==> src/rtl/hazard_tracker.sv <==
// hazard_tracker: pipeline hazard unit for a 5-stage in-order core.
// Tracks the destination of the instructions in EX, MEM and WB. It
// generates a load-use stall and forwarding mux selects for the decode
// instruction, and it produces the registered register-file write port.
//
// Ports:
//   clk, rst          - clock; synchronous active-high reset
//   id_valid          - decode stage holds a valid instruction
//   id_rs, id_rt      - decode source registers
//   id_use_rs/_rt     - decode instruction reads rs / rt
//   id_dst, id_we     - decode destination register and write enable
//   id_is_load        - decode instruction is a load
//   flush             - squash the decode instruction
//   stall             - hold PC and IF/ID (combinational)
//   fwd_a_sel/_b_sel  - forwarding selects: 00 regfile, 01 EX, 10 MEM, 11 WB
//   wb_we, wb_dst     - register-file write enable / address (from WB entry)
//   stall_cnt         - saturating count of stall cycles
module hazard_tracker #(
  parameter int CNT_W = 16
) (
  input  logic             clk,
  input  logic             rst,
  input  logic             id_valid,
  input  logic [4:0]       id_rs,
  input  logic [4:0]       id_rt,
  input  logic             id_use_rs,
  input  logic             id_use_rt,
  input  logic [4:0]       id_dst,
  input  logic             id_we,
  input  logic             id_is_load,
  input  logic             flush,
  output logic             stall,
  output logic [1:0]       fwd_a_sel,
  output logic [1:0]       fwd_b_sel,
  output logic             wb_we,
  output logic [4:0]       wb_dst,
  output logic [CNT_W-1:0] stall_cnt
);

  typedef struct packed {
    logic       v;
    logic [4:0] dst;
    logic       we;
    logic       ld;
  } entry_t;

  entry_t ex_q, mem_q, wb_q, ex_d;

  // Register 0 is hardwired, so an entry targeting it never produces a value.
  function automatic logic is_writer(input entry_t e);
    return e.v & e.we & (e.dst != 5'd0);
  endfunction

  // Nearest producer wins. A load still in EX has no value yet; that case
  // is covered by the stall, so it is not a forwarding source here.
  function automatic logic [1:0] fwd_pick(input logic [4:0] src,
                                          input entry_t ex,
                                          input entry_t mem,
                                          input entry_t wb);
    if (is_writer(ex) && !ex.ld && ex.dst == src)
      return 2'b01;
    else if (is_writer(mem) && mem.dst == src)
      return 2'b10;
    else if (is_writer(wb) && wb.dst == src)
      return 2'b11;
    else
      return 2'b00;
  endfunction

  always_comb begin
    stall = id_valid && is_writer(ex_q) && ex_q.ld &&
            ((id_use_rs && id_rs == ex_q.dst) || (id_use_rt && id_rt == ex_q.dst));

    fwd_a_sel = 2'b00;
    fwd_b_sel = 2'b00;
    if (id_valid && !stall) begin
      if (id_use_rs) fwd_a_sel = fwd_pick(id_rs, ex_q, mem_q, wb_q);
      if (id_use_rt) fwd_b_sel = fwd_pick(id_rt, ex_q, mem_q, wb_q);
    end

    // Bubbles carry all-zero fields so wb_dst reads 0 when nothing retires.
    ex_d = '0;
    if (id_valid && !stall && !flush) begin
      ex_d.v   = 1'b1;
      ex_d.dst = id_dst;
      ex_d.we  = id_we;
      ex_d.ld  = id_is_load;
    end
  end

  always_ff @(posedge clk) begin
    if (rst) begin
      ex_q      <= '0;
      mem_q     <= '0;
      wb_q      <= '0;
      stall_cnt <= '0;
    end else begin
      ex_q  <= ex_d;
      mem_q <= ex_q;
      wb_q  <= mem_q;
      // A flushed decode instruction is not really stalled; do not count it.
      if (stall && !flush && !(&stall_cnt))
        stall_cnt <= stall_cnt + 1'b1;
    end
  end

  assign wb_we  = is_writer(wb_q);
  assign wb_dst = wb_q.dst;

endmodule
==> config.mk <==
export PLATFORM = sky130hd
export DESIGN_NAME = hazard_tracker
export DESIGN_NICKNAME = d
export VERILOG_FILES = /design/src/rtl/hazard_tracker.sv
export SDC_FILE = /design/constraint.sdc
export NUM_CORES = 1
export LEC_CHECK = 0
export ABC_AREA = 1
export BUFFER_PORTS_ARGS = -buffer_cell sky130_fd_sc_hd__buf_2
export CELL_PAD_IN_SITES_DETAIL_PLACEMENT = 0
export CELL_PAD_IN_SITES_GLOBAL_PLACEMENT = 1
export CORE_MARGIN = 1
export CORE_UTILIZATION = 34
export DETAILED_ROUTE_END_ITERATION = 8
export PLACE_DENSITY = 0.81
export SLEW_MARGIN = 10
export SYNTH_ARGS = -nofsm -noshare
export SYNTH_HDL_FRONTEND = slang
export SYNTH_SLANG_ARGS = --single-unit
==> constraint.sdc <==
create_clock -name clk -period 1.5 [get_ports clk]
set_input_delay 0.075 -clock clk [delete_from_list [all_inputs] [get_ports clk]]
set_output_delay 0.075 -clock clk [all_outputs]
set_load 0.01 [all_outputs]
# ---- Word level (Yosys, flattened, before mapping)
# Index checks and enable logic that the tools add are counted.
dict set report word_totals {
  regBits 38
  in_bits 23
  output_inout_bits 27
  word_cells 64
}
dict set report op_classes {
  n_eq_ne 8
  n_mux 11
  bitwise 7
  reduce_logical 26
  add_sub_neg 1
}
# cell count
set ops {}
lappend ops {{5-bit equality test} 8}
lappend ops {{2-bit 2-to-1 mux} 10}
lappend ops {{16-bit by 1-bit adder with 16-bit output, second input constant} 1}
lappend ops {{1-bit logical AND} 16}
lappend ops {{16-bit AND reduction} 1}
lappend ops {{5-bit nonzero test} 3}
lappend ops {{8-bit 2-to-1 mux} 1}
lappend ops {{1-bit bitwise AND} 6}
lappend ops {{1-bit zero test} 4}
lappend ops {{2-bit OR reduction} 1}
lappend ops {{1-bit logical OR} 1}
lappend ops {{1-bit inverter} 1}

# ---- Longest topological paths before layout
dict set report logic_depth {
  ltp_word 10
  ltp_mapped 11
  ltp_nobuf 10
}

# ---- Least setup slack after synthesis
# OpenSTA, ideal clock, no wires.
dict set report synth_timing {
  kind {reg2reg}
  from {register stall_cnt[0]}
  to {register stall_cnt[6]}
  period_less_slack_ps 1613
  slack_ps -113
  path_buffers 1
  path_stages_with_launch 11
  setup_time_ps 113
  t_arrival_ps 1501
  required_time_ps 1387
  cell_sequence {dfxtp_1 > ha_1 > nand2_1 > inv_1 > nand4_1 > nor2_1 > nor2_2 > nand3_4 > buf_6 > nor2_1 > nor2_1}
}
dict set report synth_via {
  elab_chain_len 3
  word_cells_on_any_way 4
  classes_between {add/sub: 1; reduce/logical: 3}
}
# element line_no
set synth_lines {}
lappend synth_lines {{from (decl)} 37} ;# output logic [CNT_W-1:0] stall_cnt
lappend synth_lines {{from (signal assigned)} 103} ;# stall_cnt <= stall_cnt + 1'b1;
lappend synth_lines {{branches (longest 3 deep; another with 16-bit by 1-bit adder with 16-bit output)} -}
# Parallel ways; which one is timed is not known.
# A chain may end at the register's enable or synchronous reset.

# ---- Worst setup path after layout
dict set report layout_timing {
  from {register ex_q[3] (netlist bit)}
  to {register stall_cnt[9]}
}
dict set report layout_via {
  elab_chain_len 7
  word_cells_on_any_way 12
  classes_between {eq/ne: 2; bitwise: 1; reduce/logical: 9}
}
# element line_no
set layout_lines {}
lappend layout_lines {{from (decl)} 47} ;# entry_t ex_q, mem_q, wb_q, ex_d;
lappend layout_lines {{from (signal assigned)} 93} ;# ex_q <= '0;
lappend layout_lines {{from (signal assigned)} 98} ;# ex_q <= ex_d;
lappend layout_lines {{5-bit nonzero test} 51} ;# return e.v & e.we & (e.dst != 5'd0);
lappend layout_lines {{1-bit bitwise AND} 51}
lappend layout_lines {{1-bit logical AND (2 in series)} 71} ;# stall = id_valid && is_writer(ex_q) && ex_q.ld &&
lappend layout_lines {{1-bit logical AND (*)} 71}
lappend layout_lines {{1-bit logical AND (*) (2 in series)} 102} ;# if (stall && !flush && !(&stall_cnt))
# Mark *: on every way between the ends. The rest lies on a longest branch, timed or not.

==> run_results.csv <==
group,metric,value,unit
logic_synthesis,syn_inst,339,
logic_synthesis,ys_seq_area_share,33.8,%
clocking,clockRootBuffer,"clkbuf_8",
sta,hold-worst-slack,12.7,ps
critical_path,r2r_slack,-120,ps
logic_synthesis,syn_nets,363,
sta,fin_skew,6.26,ps
layout,nNetsFinal,444,
sta,slew_viol_final,0,
routing,ant_nets,0,
critical_path,r2r_cells,11,
place,routabilityCongestion,0.823,
critical_path,crit_fanout,7,
critical_path,crit_type,"reg2reg",
layout,drive_above_1_share,45.5,%
critical_path,cp.arrival,1810,ps
sta,rsz0062_at_grt,"yes",
routing,wl,5.98,mm
global_route,grt_pass1_wl,9.89,mm
run,maxCapViolCount,0,
routing,route.detailed.wl_per_inst,12.0,um
sta,slew_headroom,64.5,%
logic_synthesis,syn_area,2250,um2
sta,final.setup.worst_slack,-117,ps
critical_path,cp_slowest_cell,"dfxtp_4",
clocking,clockBufferDepth,2,
logic_synthesis,avgSynthCellArea,6.65,um2
sta,fin_crit_sh,108,%
floorplanning,fp.dieH,83.4,um
critical_path,r2r_end,"stall_cnt[9]",
sta,finalHoldViolations,0,
routing,via_per_inst,4.59,
power_and_ir_drop,p_leak,0.00160,uW
global_route,antenna_found_initial,0,
sta,tightest_slew,532,ps
clocking,htree_levels,2,
floorplanning,die_area,6960,um2
logic_synthesis,ys_types,23,
clocking,cts_buffers,5,
sta,setup_viol,21,
clocking,clk_pin_slew,80,ps
clocking,clk_latency,290,ps
critical_path,critical-path-max-stage-delay,380,ps
global_route,grt_max_degree,17,
floorplanning,std_cell_rows,29,
floorplanning,pin_count,50,
routing,dr.first_iter.drc_count,55,
power_and_ir_drop,power.density,639,nW/um2
critical_path,cp-endpoint,"stall_cnt[9]",
critical_path,crit_path_end_kind,"flop",
critical_path,reg2reg_from,"ex_q[3]",
logic_synthesis,ys_warn_count,0,
floorplanning,start_util,35.3,%
layout,area_growth,49.8,%
place,pre_cts_slack,-58.9,ps
layout,final_util,52.9,%
critical_path,path_cells,"inv_4 -> nand2_2 -> o21ai_1 -> nor2_2 -> nand4_2 -> nand2_4 -> buf_6 -> nand3_4 -> clkbuf_16 -> nor2_1 -> nor2_2",
sta,fin_setup_tns,-1730,ps
floorplanning,core-area,6390,um2
routing,drt-pass1-iter-count,4,
place,io_buffers,49,
global_route,grt_util_all_layers,17.6,%
run_status,violations,"negative setup slack",
hold_path,hold_class,"in2reg",
global_route,grt_pass1_vias,2229,
routing,vias,2282,
routing,drcViolationCount,0,
critical_path,worst_ep_required_time,1690,ps
clocking,clock-sinks,38,
sta,fmaxAchievable,618,MHz
floorplanning,die_w,83.4,um
critical_path,crit_path_frequent_cell,"nor2_2",
global_route,grt_overflow_total,0,
place,hpwl,4.30,mm
clocking,cts_tree,"built",
critical_path,start_kind,"flop",
critical_path,cp-startpoint,"ex_q[3]",
run_status,status,"finished with violations",
layout,fillerInstances,604,
logic_synthesis,synth_seq_cells,38,
layout,n_antenna_cell,0,
sta,period_minus_slack,1620,ps
power_and_ir_drop,ir_worst_vdd,0.000326,V
==> final cells by class <==
| type | count | area (um2) | share of cell area [%] |
|---|---|---|---|
| sequential | 38 | 810 | 24.0 |
| clock buffer | 6 | 82.6 | 2.45 |
| timing repair buffer | 84 | 593 | 17.6 |
| tap | 77 | 96.3 | 2.85 |
| clock inverter | 1 | 30.0 | 0.890 |
| multi-input combinational | 234 | 1550 | 45.8 |
| inverter | 57 | 219 | 6.49 |
==> synthesized netlist by cell type <==
master	n	area (um2)
nor2_1	69	259
nor3_1	8	40.0
nand4_2	2	25.0
nor2_4	1	11.3
a21oi_1	2	10.0
clkbuf_1	2	7.51
xnor2_1	17	149
ha_1	1	12.5
buf_6	2	22.5
xor2_1	17	149
nand2_2	6	37.5
nand2_4	1	11.3
nand3_1	15	75.1
inv_2	6	22.5
inv_1	51	191
buf_4	6	45.0
nand4_1	15	93.8
o21ai_0	1	5.00
nand3_4	1	17.5
o21ai_1	2	10.0
nor2_2	5	31.3
nand2_1	71	267
dfxtp_1	38	761
==> cell families (layout without fill, tap and decap cells) <==
group	after synthesis	in the layout	share of synthesized area [%]
simple gates	194	194	38.5
buf+inv	67	148	12.8
flops	38	38	33.8
xor+xnor	34	34	13.2
compound gates	5	5	1.11
fa+ha+maj	1	1	0.555
==> worst min-delay path by stage <==
| stage | depth (start not counted) | endpoint | slack [ps] | startpoint |
|---|---|---|---|---|
| 2_1_floorplan | 2 | ex_q[0] | 190 | id_is_load |
| 3_3_place_gp | 3 | ex_q[5] | 290 | id_dst[3] |
| 3_5_place_dp | 3 | ex_q[6] | 300 | id_dst[4] |
| 4_1_cts | 2 | stall_cnt[13] | 4 | rst |
| 5_1_grt | 2 | stall_cnt[13] | 7 | rst |
| 6_report | 2 | stall_cnt[13] | 10 | rst |
==> per-stage QoR <==
| step | power [uW] | instances | area [um2] |
|---|---|---|---|
| after floorplan | 1150 | 339 | 2280 |
| after global placement | 1220 | 473 | 2710 |
| after detailed placement | 1230 | 473 | 2710 |
| after CTS | 2140 | 489 | 3040 |
| after global routing | 2250 | 497 | 3380 |
| final | 2160 | 497 | 3380 |
==> routing by layer <==
layer  GRT usage, %  wire, um  up-vias  share of wire, %
met5              0         0        -                 0
met3           3.48       163        7               2.7
met1           20.9      2570     1050                43
li1               -         -     1186                 -
met4           4.93        66        0               1.1
met2           31.9      3180       39                53
==> placed cells by master, fill, tap and decap left out, drive strengths merged <==
| master | count |
|---|---|
| nor2 | 75 |
| bufinv | 1 |
| o21ai | 3 |
| nand4 | 17 |
| dlygate4sd3 | 6 |
| clkbuf | 7 |
| buf | 77 |
| inv | 57 |
| nand2 | 78 |
| dfxtp | 38 |
| nor3 | 8 |
| xor2 | 17 |
| a21oi | 2 |
| ha | 1 |
| nand3 | 16 |
| xnor2 | 17 |
==> repair_timing <==
item                                    4_1_cts  5_1_grt
endpoints found under the hold margin         5        1
endpoints found under the setup margin       27       29
gates resized for setup                      41       74
setup buffers                                 3        7
hold buffers                                  5        1
gates cloned                                  1        1
pin swaps                                    11       35
==> worst max-delay path, delay by kind of cell, from the launching register on <==
family          cells  cell delay, ps
compound gates      1              70
buf+inv             3             360
simple gates        7             700
flops               1             380
==> power by group <==
| group | switching [uW] | total [uW] | internal (uW) |
|---|---|---|---|
| clock network | 361 | 893 | 532 |
| logic | 134 | 245 | 111 |
| registers | 14.5 | 1020 | 1000 |
| total | 510 | 2160 | 1650 |
==> sequential cells by signal, summed over array words and instances, names as in the netlist <==
name	flops
wb_q	2
stall_cnt	16
mem_q	7
wb_dst	5
ex_q	8
Note: power is estimated with default switching activity, not from simulation.
